$ cat src/rtl/gcm_frame_pkg.sv
// ============================================================================
//  Module      : gcm_frame_pkg
//  Description : Shared constants for the GCM frame aligner: FSM state
//                encoding, the default frame alignment signal (FAS) and a
//                helper that sizes the hit/miss counters.
//  Revision    : 1.0 - initial release
// ============================================================================
`default_nettype none

package gcm_frame_pkg;

  // Aligner FSM states.
  localparam logic [1:0] c_hunt    = 2'd0;
  localparam logic [1:0] c_presync = 2'd1;
  localparam logic [1:0] c_sync    = 2'd2;

  // FAS pattern normally carried at the start of every frame.
  localparam logic [47:0] c_default_fas = 48'hf6f6f6282828;

  // Width of a counter that must be able to hold the value n.
  function automatic int cnt_width(input int n);
    return (n < 1) ? 1 : $clog2(n + 1);
  endfunction

endpackage

`default_nettype wire

$ cat src/rtl/gcm_fas_match.sv
// ============================================================================
//  Module      : gcm_fas_match
//  Description : Combinational FAS comparator. Selects the NB_FAS-bit field
//                holding the FAS (MSB end when MSB_IS_NEWER=0, LSB end when
//                MSB_IS_NEWER=1) in both the stream word and the template
//                and flags equality.
//  Revision    : 1.0 - initial release
// ============================================================================
`default_nettype none

module gcm_fas_match #(
  parameter int NB_DATA      = 256,
  parameter int NB_FAS       = 48,
  parameter int MSB_IS_NEWER = 0
) (
  input  logic [NB_DATA-1:0] i_data,
  input  logic [NB_DATA-1:0] i_fas,
  output logic               o_hit
);

  // Bits outside the FAS field never take part in the comparison.
  logic w_unused_bits;
  assign w_unused_bits = ^{i_data, i_fas};

  generate
    if (MSB_IS_NEWER == 0) begin : g_msb_field
      assign o_hit = (i_data[NB_DATA-1 -: NB_FAS] == i_fas[NB_DATA-1 -: NB_FAS]);
    end else begin : g_lsb_field
      assign o_hit = (i_data[NB_FAS-1:0] == i_fas[NB_FAS-1:0]);
    end
  endgenerate

endmodule

`default_nettype wire

$ cat src/rtl/gcm_frame_aligner.sv
// ============================================================================
//  Module      : gcm_frame_aligner
//  Description : Word-granular frame aligner. Hunts for the FAS, confirms it
//                over N_CONFIRM further frames, declares lock and then emits
//                a start-of-packet pulse on every frame's first word. Lock is
//                dropped after N_LOSS consecutive FAS misses. All outputs are
//                registered (one cycle latency).
//                Optional build macro GCM_FRAME_ALIGNER_FAS_ERR_CNT_EN adds a
//                saturating counter of FAS misses seen while locked.
//  Revision    : 1.0 - initial release
// ============================================================================
`default_nettype none

module gcm_frame_aligner
  import gcm_frame_pkg::*;
#(
  parameter int NB_DATA       = 256,
  parameter int NB_FRAME_SIZE = 16,
  parameter int NB_FAS        = 48,
  parameter int MSB_IS_NEWER  = 0,
  parameter int N_CONFIRM     = 2,
  parameter int N_LOSS        = 3
) (
  input  logic                     i_clock,
  input  logic                     i_reset,
  input  logic [NB_DATA-1:0]       i_data,
  input  logic                     i_valid,
  input  logic [NB_FRAME_SIZE-1:0] i_frame_size,
  input  logic [NB_DATA-1:0]       i_fas,
  output logic [NB_DATA-1:0]       o_data,
  output logic                     o_valid,
  output logic                     o_sop,
  output logic                     o_lock,
  output logic [15:0]              o_fas_err_count
);

  localparam int c_hit_w  = cnt_width(N_CONFIRM);
  localparam int c_miss_w = cnt_width(N_LOSS);

  logic w_hit;

  gcm_fas_match #(
    .NB_DATA      (NB_DATA),
    .NB_FAS       (NB_FAS),
    .MSB_IS_NEWER (MSB_IS_NEWER)
  ) u_fas_match (
    .i_data (i_data),
    .i_fas  (i_fas),
    .o_hit  (w_hit)
  );

  logic [1:0]               r_state,    w_state_nxt;
  logic [NB_FRAME_SIZE-1:0] r_word_cnt, w_word_cnt_nxt;
  logic [c_hit_w-1:0]       r_hit_cnt,  w_hit_cnt_nxt;
  logic [c_miss_w-1:0]      r_miss_cnt, w_miss_cnt_nxt;

  logic [NB_DATA-1:0]       r_data;
  logic                     r_valid;
  logic                     r_sop;
  logic                     r_lock;

  logic                     w_size_ok;
  logic                     w_boundary;
  logic [NB_FRAME_SIZE-1:0] w_word_wrap;
  logic [c_hit_w-1:0]       w_hit_inc;
  logic [c_miss_w-1:0]      w_miss_inc;
  logic                     w_sop;

  // Frames shorter than two words can never be aligned.
  assign w_size_ok   = (i_frame_size >= NB_FRAME_SIZE'(2));
  assign w_boundary  = (r_word_cnt == '0);
  assign w_word_wrap = (r_word_cnt == (i_frame_size - NB_FRAME_SIZE'(1)))
                       ? '0 : (r_word_cnt + NB_FRAME_SIZE'(1));
  assign w_hit_inc   = r_hit_cnt + c_hit_w'(1);
  assign w_miss_inc  = r_miss_cnt + c_miss_w'(1);

  // Next-state logic: only valid words move the FSM and counters.
  always_comb begin
    w_state_nxt    = r_state;
    w_word_cnt_nxt = r_word_cnt;
    w_hit_cnt_nxt  = r_hit_cnt;
    w_miss_cnt_nxt = r_miss_cnt;
    if (i_valid) begin
      if (!w_size_ok) begin
        w_state_nxt    = c_hunt;
        w_word_cnt_nxt = '0;
        w_hit_cnt_nxt  = '0;
        w_miss_cnt_nxt = '0;
      end else begin
        case (r_state)
          c_hunt: begin
            w_word_cnt_nxt = '0;
            if (w_hit) begin
              // The FAS word itself is word 0 of the candidate frame.
              w_state_nxt    = c_presync;
              w_word_cnt_nxt = NB_FRAME_SIZE'(1);
              w_hit_cnt_nxt  = '0;
            end
          end
          c_presync: begin
            w_word_cnt_nxt = w_word_wrap;
            if (w_boundary) begin
              if (w_hit) begin
                w_hit_cnt_nxt = w_hit_inc;
                if (w_hit_inc == c_hit_w'(N_CONFIRM)) begin
                  w_state_nxt    = c_sync;
                  w_miss_cnt_nxt = '0;
                end
              end else begin
                w_state_nxt    = c_hunt;
                w_word_cnt_nxt = '0;
              end
            end
          end
          c_sync: begin
            w_word_cnt_nxt = w_word_wrap;
            if (w_boundary) begin
              if (w_hit) begin
                w_miss_cnt_nxt = '0;
              end else begin
                w_miss_cnt_nxt = w_miss_inc;
                if (w_miss_inc == c_miss_w'(N_LOSS)) begin
                  w_state_nxt    = c_hunt;
                  w_word_cnt_nxt = '0;
                  w_miss_cnt_nxt = '0;
                end
              end
            end
          end
          default: begin
            w_state_nxt    = c_hunt;
            w_word_cnt_nxt = '0;
            w_hit_cnt_nxt  = '0;
            w_miss_cnt_nxt = '0;
          end
        endcase
      end
    end
  end

  // SOP marks a frame's first word whenever the word leaves us locked,
  // so the locking word counts and the lock-dropping word does not.
  assign w_sop = i_valid && w_boundary && (w_state_nxt == c_sync);

  // State, counters and registered outputs.
  always_ff @(posedge i_clock) begin
    if (i_reset) begin
      r_state    <= c_hunt;
      r_word_cnt <= '0;
      r_hit_cnt  <= '0;
      r_miss_cnt <= '0;
      r_data     <= '0;
      r_valid    <= 1'b0;
      r_sop      <= 1'b0;
      r_lock     <= 1'b0;
    end else begin
      r_state    <= w_state_nxt;
      r_word_cnt <= w_word_cnt_nxt;
      r_hit_cnt  <= w_hit_cnt_nxt;
      r_miss_cnt <= w_miss_cnt_nxt;
      if (i_valid) begin
        r_data <= i_data;
      end
      r_valid    <= i_valid;
      r_sop      <= w_sop;
      r_lock     <= (w_state_nxt == c_sync);
    end
  end

  assign o_data  = r_data;
  assign o_valid = r_valid;
  assign o_sop   = r_sop;
  assign o_lock  = r_lock;

`ifdef GCM_FRAME_ALIGNER_FAS_ERR_CNT_EN
  logic        w_sync_miss;
  logic [15:0] r_fas_err_count;

  assign w_sync_miss = i_valid && w_size_ok && (r_state == c_sync)
                       && w_boundary && !w_hit;

  // Saturating count of FAS misses while locked; only reset clears it.
  always_ff @(posedge i_clock) begin
    if (i_reset) begin
      r_fas_err_count <= '0;
    end else if (w_sync_miss && (r_fas_err_count != 16'hFFFF)) begin
      r_fas_err_count <= r_fas_err_count + 16'd1;
    end
  end

  assign o_fas_err_count = r_fas_err_count;
`else
  assign o_fas_err_count = '0;
`endif

endmodule

`default_nettype wire

$ cat config.mk
export PLATFORM = sky130hd
export DESIGN_NAME = gcm_frame_aligner
export DESIGN_NICKNAME = d
export VERILOG_FILES = /design/src/rtl/gcm_frame_pkg.sv /design/src/rtl/gcm_fas_match.sv /design/src/rtl/gcm_frame_aligner.sv
export SDC_FILE = /design/constraint.sdc
export NUM_CORES = 1
export LEC_CHECK = 0
export BUFFER_PORTS_ARGS = -buffer_cell sky130_fd_sc_hd__clkbuf_2
export CORE_AREA = 10 10 302 304
export DETAILED_ROUTE_END_ITERATION = 6
export DIE_AREA = 0 0 312 314
export REMOVE_ABC_BUFFERS = 1
export SKIP_CTS_REPAIR_TIMING = 1
export SLEW_MARGIN = 20
export SYNTH_ARGS = -nofsm -noshare
export SYNTH_HDL_FRONTEND = slang
export SYNTH_SLANG_ARGS = --single-unit
$ cat constraint.sdc
create_clock -name i_clock -period 4 [get_ports i_clock]
set_input_delay 0.4 -clock i_clock [delete_from_list [all_inputs] [get_ports i_clock]]
set_output_delay 0.4 -clock i_clock [all_outputs]
set_load 0.01 [all_outputs]
==> reports/metrics.cfg, run 1 <==
[placement]
numPortBuffers=581
dp_hpwl_um=51800
gp_congestion=0.792

[floorplanning]
num_rows=107
fp.dieH_um=314
initial_utilization=0.135
die_w_um=312
core_area_um2=84900
io_pins=806
design.die.area_um2=98000

[status]
status=completed

[min_path]
hold_path_depth=3
hp-class=primary input to flop
min_to=o_data[162]
min_from=i_data[162]

[cts]
clkSinkCount=281
numCtsBuffers=39
htree_levels=2
cts.clk_slew.worst_paths_ps=60
clkLatencyLatePin_ps=560
cts-root-buf=clkbuf_16
cts_tree=done
cts_max_path_buffers=3

[power]
switching_share=0.283
intPower_w=0.00541
cellLeakagePower_nw=8.13
power_density_nw_per_um2=447
clkPwrFrac=0.464
combPwrFrac=0.133
pwr-share-seq=0.402
p_sw_w=0.00214
vdd_drop_max_mv=0.240

[synthesis]
synth_area_um2=11400
muxShareOfSynthArea=0.232
synth_edf_count=0
synth_top_family_by_area=multiplexers
synthCells=1152
yosys_warnings=0
ys_types=58
yosys_register_bits=281
async_reset_ff_frac=0
synth_xor_area_frac=0.0521
synth_compound_area_frac=0.0337
seq_area_frac_synth=0.492
synthSimpleGateAreaFrac=0.145
syn_area_per_cell_um2=9.93
ys.flop_type=dfxtp_1
synthAdderAreaFrac=0.00547

[critical_path]
r2r_setup_slack_ps=1490
end_kind=flop
worstSetupStartpointType=primary input
worstPathRequired_ps=4480
critPathMaxStageDelay_ps=500
reg2reg_to=r_word_cnt[3]
crit_path_top_delay_cell=nor4_1
crit_chain=clkbuf_2, xnor2_1, nand4_1, nor4_1, buf_4, a311oi_1, o22a_2, a211oi_4, buf_12, or2b_1, a31oi_1
crit_cells=11
reg2reg_from=r_word_cnt[1]
cp_top_family=simple AND/OR/NAND/NOR gates
rr_worst_depth=10
path_buf_inv=3
critPathArrivalTime_ps=3160
critical_path_class=primary input to flop
critPathMaxFanout=27

[final_layout]
fill_cells=9529
final_nets=2255
syn2layout_area_growth_pct=47.6
drive_gt1_frac=0.386

[global_route]
antenna_found_initial=48
grt_pass1_wl_um=84200
grtUsageMet1=0.131
grt_pass1_vias=10400
track_usage=0.122
busiest_layer=met2
grt_start_max_net_pins=133
gr-total-overflow=0
use_met3=0.0997
met2_usage=0.183

[sta]
fin_crit_ps=2680
relSlewSlack=0.361
max_freq_mhz=374
skew_ps=7.92
max_slew.worst_pin.slew_ps=958
tns_ps=0
slew_viol_final=0
grt_setup_unrepaired=false
setup_violations=0
whs_ps=78.0
finalHoldViolations=0
fin_crit_sh=0.669

[flow_run]
drv_cap=0

[detailed_routing]
drt-initial-drc-count=398
finalWirelength_um=62200
firstDrtPassIters=5
wl_per_cell_um=21.4
via_per_inst=3.55
num_vias=10300
drc=0
antenna_left=0

==> per-stage QoR <==
step / total power (W) / setup WS (ps) / instances / utilization / instance area [um2]
2_1_floorplan: 0.00346 / 1010 / 1085 / - / 11100
3_3_place_gp: 0.00412 / 749 / 2822 / 0.184 / 15600
3_5_place_dp: 0.00414 / 734 / 2822 / 0.184 / 15600
4_1_cts: 0.00775 / 1330 / 2891 / 0.199 / 16900
5_1_grt: 0.00793 / 1130 / 2892 / 0.199 / 16900
6_report: 0.00755 / 1320 / 2899 / 0.199 / 16900
==> state kept, by name, indices dropped and copies added, names as in the netlist <==
signal      cells
o_data        256
o_lock          1
o_sop           1
o_valid         1
r_hit_cnt       2
r_miss_cnt      2
r_state         2
r_word_cnt     16
==> layout by cell type (no fill, tap or decap), types with 3 or more instances in the layout <==
cell        netlist  final
a21oi_1          16     16
a311oi_1          3      3
a31oi_1          11     11
and3_1            7      7
buf_12            0      4
buf_4            16      8
bufinv_16         0      3
clkbuf_16         0     39
clkbuf_2          0    579
clkinv_2          0     11
clkinv_4          0      3
clkinvlp_4        0      4
conb_1            1     16
dfxtp_1         281    281
diode_2           0      8
ha_1              5      5
inv_1            15     15
inv_6             0      5
mux2i_1         265    265
nand2_1          17     17
nand2b_1          5      5
nand3_1          11     11
nand4_1          17     17
nor2_1          281    281
nor2b_1           4      4
nor3_1            4      4
nor4_1            9      8
o21ai_0           6      6
or2_2             3      3
or2b_1            4      4
xnor2_1          60     60
xor2_1            8      8
==> per-layer routing <==
| metal | share of wire | up-vias |
|---|---|---|
| li1 | - | 5034 |
| met2 | 0.42 | 495 |
| met1 | 0.38 | 4576 |
| met4 | 0.019 | 66 |
| met3 | 0.17 | 121 |
| met5 | 0.0067 | - |
==> tightest hold or removal path: stages <==
cell and delay, ps:
clkbuf_2 70, mux2i_1 50, nor2_1 70
==> kinds of logic after synthesis <==
| group | after synthesis |
|---|---|
| adder cells (fa/ha/maj) | 5 |
| other | 1 |
| multiplexers | 265 |
| AO/OA/AOI/OAI | 55 |
| AND/OR/NAND/NOR | 380 |
| flip-flops | 281 |
| buffers and inverters | 97 |
| XOR/XNOR | 68 |
==> synthesized netlist by cell type, types with 3 or more instances <==
master	instances	area share
xor2_1	8	0.0061
nand2_1	17	0.0056
inv_1	15	0.0049
a311oi_1	3	0.0023
nor3_1	4	0.0018
dfxtp_1	281	0.49
ha_1	5	0.0055
nor2_1	281	0.092
and3_1	7	0.0038
a31oi_1	11	0.0060
nand4_1	17	0.0093
clkbuf_1	32	0.011
or2_2	3	0.0016
nand3_1	11	0.0048
or2b_1	4	0.0026
buf_1	30	0.0098
xnor2_1	60	0.046
mux2i_1	265	0.23
nor2b_1	4	0.0022
a21oi_1	16	0.0070
buf_4	16	0.011
nor4_1	9	0.0049
nand2b_1	5	0.0027
o21ai_0	6	0.0026
==> how the worst max path moves through the flow <==
stage | from | endpoint | slack [ps]
3_3_place_gp | i_data[211] | r_word_cnt[9] | 750
6_report | i_data[242] | r_word_cnt[11] | 1320
5_1_grt | i_frame_size[0] | r_word_cnt[3] | 1130
2_1_floorplan | i_frame_size[8] | r_word_cnt[11] | 1010
3_5_place_dp | i_data[242] | r_word_cnt[11] | 730
4_1_cts | i_data[242] | r_word_cnt[11] | 1330
==> power groups by stage <==
stage	registers [W]	clock network [W]	logic (W)
after global routing	0.00306	0.00376	0.00111
after global placement	0.00309	0	0.00103
after CTS	0.00304	0.00367	0.00104
after detailed placement	0.00310	0	0.00104
after floorplan	0.00316	0	0.000302
final	0.00304	0.00351	0.00101
==> final cells by class <==
type / count / area, um2 / share of cell area
antenna: 8 / 20.0 / 0.00119
clock buffer: 43 / 1010 / 0.0599
clock inverter: 26 / 245 / 0.0145
inverter: 15 / 56.3 / 0.00333
multi-input combinational: 789 / 5430 / 0.321
sequential: 281 / 5630 / 0.333
tap: 1144 / 1430 / 0.0848
timing repair buffer: 593 / 3070 / 0.182
Power figures use the tool's default switching activity.
==> run 2: changes to the inputs <==
clock period = 2.2 ns   (was 4 ns; I/O delays follow)
==> run 2 against run 1 <==
Net effect:
- highest routed layer unchanged
- die area unchanged
- global-route usage up 0.34 points
- worst setup slack worse by 1400 ps
- clock-buffer cell count grew 12
- via count increased by 14%
- flip-flop and latch count stayed put
- worst hold slack got worse by 78 ps
- the run now ends with hold timing, setup timing left
==> reports/metrics.cfg, run 2 (synthesized netlist as in run 1, its figures left out) <==
[power]
total_power_w=0.0144  ; +90%
power_density_nw_per_um2=703  ; +57%
cellLeakagePower_nw=9.80  ; +21%
vdd_drop_max_mv=0.512  ; +110%

[detailed_routing]
via_per_inst=3.62  ; +1.9%
drt-initial-drc-count=543  ; +36%
drc=0  ; unchanged
num_vias=11800  ; +14%
antenna_left=0  ; unchanged
firstDrtPassIters=4  ; -1
wl_per_cell_um=20.4  ; -4.7%
finalWirelength_um=66500  ; +7.0%

[final_layout]
final-seq-area_um2=5630  ; +0.13%
drive_gt1_frac=0.400  ; +0.0134
layout_commonest_cell=clkbuf_2
final_core_util=0.241  ; +0.0420
fin_cells=3256  ; +12%
syn2layout_area_growth_pct=78.8
multi_input_area_um2=5650  ; +4.2%
final_cell_mix=577 x clkbuf_2, 281 x nor2_1, 275 x dfxtp_1
fill_cells=9164  ; -3.8%
final_nets=2608  ; +16%
largest_register_ffs=256  ; unchanged

[sta]
tns_ps=-669  ; -669 ps
max_freq_mhz=430
fin_ws_ps=-124  ; -1450 ps
finalHoldViolations=1  ; +1
relSlewSlack=0.503  ; +0.142
fin_crit_ps=2320
grt_setup_unrepaired=true
whs_ps=-0.293  ; -78.3 ps
slew_viol_final=0  ; unchanged
skew_ps=14.2  ; +6.33 ps
max_slew.worst_pin.slew_ps=745  ; -213 ps
setup_violations=12  ; +12
fin_crit_sh=1.06

[cts]
cts_max_path_buffers=3  ; unchanged
numCtsBuffers=39  ; unchanged
clkSinkCount=281  ; unchanged
cts-root-buf=clkbuf_16
clkLatencyLatePin_ps=580  ; +20 ps
htree_levels=2  ; unchanged
cts.clk_slew.worst_paths_ps=60  ; about the same
cts_tree=done

[flow_run]
drv_cap=0  ; unchanged

[global_route]
busiest_layer=met2
grt_pass1_vias=11200  ; +7.2%
gr-total-overflow=0  ; unchanged
met2_usage=0.186  ; +0.00249
track_usage=0.125  ; +0.00340
use_met3=0.0996  ; about the same
grtUsageMet1=0.138  ; +0.00703
grt_start_max_net_pins=132  ; -0.75%
antenna_found_initial=33  ; -31%
grt_pass1_wl_um=87100  ; +3.5%

[critical_path]
critPathArrivalTime_ps=2800  ; -360 ps
crit_path_top_delay_cell=or4_4
critPathMaxFanout=5  ; -81%
critPathMaxStageDelay_ps=540  ; +40 ps
crit_chain=buf_6, or4_4, or4_4, nor4_4, a311oi_2, nor4_2, buf_4, a211oi_4, buf_6, clkbuf_16, a21o_1, a22o_1
end_kind=flop
critical_path_class=primary input to flop
worstPathRequired_ps=2680  ; -1800 ps
worstSetupStartpointType=primary input

[placement]
dp.cells=2949  ; +4.5%
gp_congestion=0.793  ; about the same
numPortBuffers=581  ; unchanged
dp_hpwl_um=53600  ; +3.5%

[floorplanning]
die_w_um=312  ; unchanged
num_rows=107  ; unchanged
core_area_um2=84900  ; unchanged
initial_utilization=0.135  ; unchanged
fp.dieH_um=314  ; unchanged
design.die.area_um2=98000  ; unchanged
io_pins=806  ; unchanged

[status]
status=finished, violations left
violations=hold timing, setup timing

[min_path]
hp-class=primary input to flop

-- run 2: cell types whose count changed in the layout (fill, tap and decap cells not counted), sizes merged --
cell	delta
dlygate4sd3	+219
buf	+134
clkbuf	+12
clkinv	-6
clkinvlp	-3
diode	+3
inv	-2
-- run 2: metal layers --
| layer | vias to the layer above | part of all wire |
|---|---|---|
| met5 | - | 0.0035 |
| met4 | 34 | 0.019 |
| met3 | 97 | 0.14 |
| met2 | 513 | 0.43 |
| met1 | 5376 | 0.41 |
| li1 | 5758 | - |
-- run 2: worst paths after layout --
| kind | start | end | slack (ps) | depth (start not counted) |
|---|---|---|---|---|
| worst max-delay path | i_frame_size[8] | r_word_cnt[3] | -120 | 12 |
| worst min-delay path | i_data[248] | o_data[248] | -0.3 | 4 |
| worst max register to register | r_word_cnt[1] | r_word_cnt[3] | -50 | 11 |
| worst min register to register | o_data[166] | o_data[166] | 490 | 2 |
-- run 2: critical path, delay by kind of cell --
family | cells | cell delay, ps
buf+inv | 4 | 550
simple gates | 4 | 1560
compound gates | 4 | 470
-- run 2: where the power goes --
group / internal (W) / switching (W)
sequential: 0.00537 / 0.000157
combinational: 0.00114 / 0.00122
clock: 0.00388 / 0.00259
-- run 2: final cells by class --
cell class | instances | area share
flip-flops and latches | 281 | 0.275
diodes | 11 | 0.00135
clock buffers | 55 | 0.0541
multi-input cells | 789 | 0.276
repair buffers | 946 | 0.311
inverters | 15 | 0.00275
clock inverters | 15 | 0.00912
well taps | 1144 | 0.0700
-- run 2: through the flow --
| step | instance area, um2 | setup WS (ps) |
|---|---|---|
| 6_report | 20400 | -124 |
| 5_1_grt | 20400 | -168 |
| 3_5_place_dp | 16600 | -1030 |
| 4_1_cts | 17900 | -380 |
| 2_1_floorplan | 11100 | -609 |
| 3_3_place_gp | 16600 | -960 |
==> run 3: changes to the inputs <==
ABC_AREA = 1   (was unset)
CORE_AREA = 10 10 305 307   (was 10 10 302 304)
DIE_AREA = 0 0 315 317   (was 0 0 312 314)
PLACE_DENSITY = 0.41   (was unset)
==> run 3 against run 2 <==
Net effect:
- the flow finishes with violations (hold timing)
- combinational power decreased by 4%
- critical path type unchanged
- die area rose by 1.9%
- sequential share of layout area is 0.90 points higher
==> reports/metrics.cfg, run 3 <==
[min_path]
hp-class=primary input to flop
hold_path_depth=3  ; -1

[cts]
cts_tree=done
cts.clk_slew.worst_paths_ps=50  ; about the same
cts-root-buf=clkbuf_16
cts_max_path_buffers=3  ; unchanged
clkLatencyLatePin_ps=530  ; -50 ps
clkSinkCount=281  ; unchanged
htree_levels=2  ; unchanged
numCtsBuffers=38  ; -2.6%

[final_layout]
fill_cells=9672  ; +5.5%
syn2layout_area_growth_pct=69.1
final_cell_mix=580 x clkbuf_2, 552 x nor2_1, 281 x dfxtp_1
largest_register_ffs=256  ; unchanged
drive_gt1_frac=0.290  ; -0.110
final_nets=2963  ; +14%
layout_commonest_cell=clkbuf_2
final_core_util=0.228  ; -0.0126

[status]
violations=hold timing
status=finished, violations left

[power]
cellLeakagePower_nw=9.28  ; -5.3%
power_density_nw_per_um2=708  ; +0.75%
vdd_drop_max_mv=0.390  ; -24%

[synthesis]
yosys-top-cells-area=dfxtp_1 48%, nor2_1 18%, o21ai_0 11%
async_reset_ff_frac=0  ; unchanged
synth_most_common_cell=nor2_1
seq_area_frac_synth=0.481  ; -0.0107
synth_edf_count=0  ; unchanged
synth_area_um2=11700  ; +2.2%
yosys_register_bits=281  ; unchanged
ys_types=33  ; -43%
synthCells=1613  ; +40%
synth_top_area_cell=dfxtp_1
syn_area_per_cell_um2=7.25  ; -27%
ys.flop_type=dfxtp_1
synth_top_area_frac=0.481  ; -0.0107
synth_common_cells=552 x nor2_1, 281 x dfxtp_1, 261 x o21ai_0
yosys_warnings=0  ; unchanged

[global_route]
track_usage=0.112  ; -0.0126
grt_pass1_vias=12700  ; +14%
gr-total-overflow=0  ; unchanged
antenna_found_initial=4  ; -88%
grt_start_max_net_pins=152  ; +15%
grt_pass1_wl_um=85000  ; -2.5%

[detailed_routing]
antenna_left=0  ; unchanged
drc=0  ; unchanged
firstDrtPassIters=4  ; unchanged
via_per_inst=3.66  ; +1.3%
finalWirelength_um=61200  ; -8.1%
num_vias=13200  ; +12%
drt-initial-drc-count=594  ; +9.4%
wl_per_cell_um=16.9  ; -17%

[critical_path]
critPathMaxFanout=4  ; -1
crit_chain=dlygate4sd3_1, clkbuf_2, xnor2_1, nand2_1, nor2_1, nand2_1, nor2_1, nand3_2, buf_4, a21oi_1, nand3_1, nand2_1, a21oi_1
end_kind=flop
r2r_setup_slack_ps=280  ; +330 ps
critPathArrivalTime_ps=2380  ; -420 ps
crit_path_top_delay_cell=dlygate4sd3_1
worstPathRequired_ps=2610  ; -70 ps
rr_worst_depth=10  ; -1
cp_top_family=simple AND/OR/NAND/NOR gates
worstSetupStartpointType=primary input
path_common_cell=nand2_1
path_buf_inv=3  ; -1
critical_path_class=primary input to flop
crit_cells=13  ; +1
critPathMaxStageDelay_ps=530  ; about the same

[placement]
dp_hpwl_um=46700  ; -13%
numPortBuffers=581  ; unchanged
gp_congestion=0.825  ; +4.0%
dp_slack_ps=51.5  ; +1080 ps

[floorplanning]
fp.dieH_um=317  ; +0.96%
initial_utilization=0.135  ; +0.000226
die_w_um=315  ; +0.96%
num_rows=108  ; +0.93%
design.die.area_um2=99900  ; +1.9%
io_pins=806  ; unchanged
core_area_um2=86600  ; +2.0%

[sta]
tns_ps=0  ; +669 ps
fin_ws_ps=225  ; +348 ps
finalHoldViolations=1  ; unchanged
fin_crit_sh=0.898  ; -0.158
max_slew.worst_pin.slew_ps=720  ; -25.9 ps
skew_ps=7.46  ; -6.78 ps
fin_crit_ps=1980  ; -348 ps
setup_violations=0  ; -12
relSlewSlack=0.520  ; +0.0173
whs_ps=-5.89  ; -5.60 ps
max_freq_mhz=506  ; +18%
slew_viol_final=0  ; unchanged

[flow_run]
drv_cap=0  ; unchanged

run 3: cell count changes after synthesis, moves of 15 or more:
cell,delta
a21oi_1,+15
mux2i_1,-265
o21ai_0,+255
clkbuf_1,+57
inv_1,+53
nor2_1,+271
nand2_1,+132
xnor2_1,-15
buf_1,-30
run 3: logic make-up after synthesis:
kind of cell | Yosys count | share of synthesized area
AND/OR/NAND/NOR | 782 | 0.272
AO/OA/AOI/OAI | 299 | 0.129
flip-flops | 281 | 0.481
buffers and inverters | 182 | 0.0653
XOR/XNOR | 63 | 0.0472
adder cells (fa/ha/maj) | 5 | 0.00535
other | 1 | 0.000321
run 3: through the flow:
stage / instance area [um2] / instances / total power, W
floorplan: 11300 / 1519 / 0.00648
detailed placement: 16100 / 3297 / 0.00766
CTS: 17300 / 3365 / 0.0140
global route: 19800 / 3611 / 0.0148
global placement: 16100 / 3297 / 0.00766
finish: 19800 / 3611 / 0.0140
run 3: worst register-to-register path: cells and delay by family (launching register included):
| family | cells | cell delay (ps) |
|---|---|---|
| AOI/OAI and AO/OA | 1 | 130 |
| and+or+nand+nor | 7 | 910 |
| xor gates and xnor gates | 1 | 160 |
| DFF | 1 | 420 |
| adders and majority gates | 1 | 240 |
run 3: final cells by class:
class | count | area, um2 | area share
repair buffers | 868 | 5830 | 0.295
diodes | 1 | 2.50 | 0.000127
clock inverters | 10 | 106 | 0.00538
multi-input cells | 1165 | 5360 | 0.271
well taps | 1155 | 1450 | 0.0731
flip-flops and latches | 281 | 5630 | 0.284
inverters | 73 | 287 | 0.0145
clock buffers | 58 | 1120 | 0.0565
run 3: worst paths after layout:
| kind | from | endpoint |
|---|---|---|
| worst min register to register | r_hit_cnt[1] | r_hit_cnt[1] |
| worst max register to register | r_word_cnt[1] | r_word_cnt[14] |
| worst min-delay path | i_data[40] | o_data[40] |
| worst max-delay path | i_data[251] | r_hit_cnt[1] |
run 3: metal layers:
metal | part of all wire | vias to the layer above | routed length (um) | track usage
li1 | - | 6749 | - | -
met1 | 0.42 | 5907 | 25900 | 0.134
met2 | 0.44 | 501 | 26900 | 0.176
met3 | 0.12 | 67 | 7090 | 0.0606
met4 | 0.020 | 2 | 1200 | 0.0266
met5 | 0.00020 | - | 12 | 0
run 3: where the power goes:
group,internal [W],switching [W],total (W)
Sequential,0.00542,0.000181,0.00560
Clock,0.00363,0.00250,0.00613
Combinational,0.00103,0.00125,0.00227
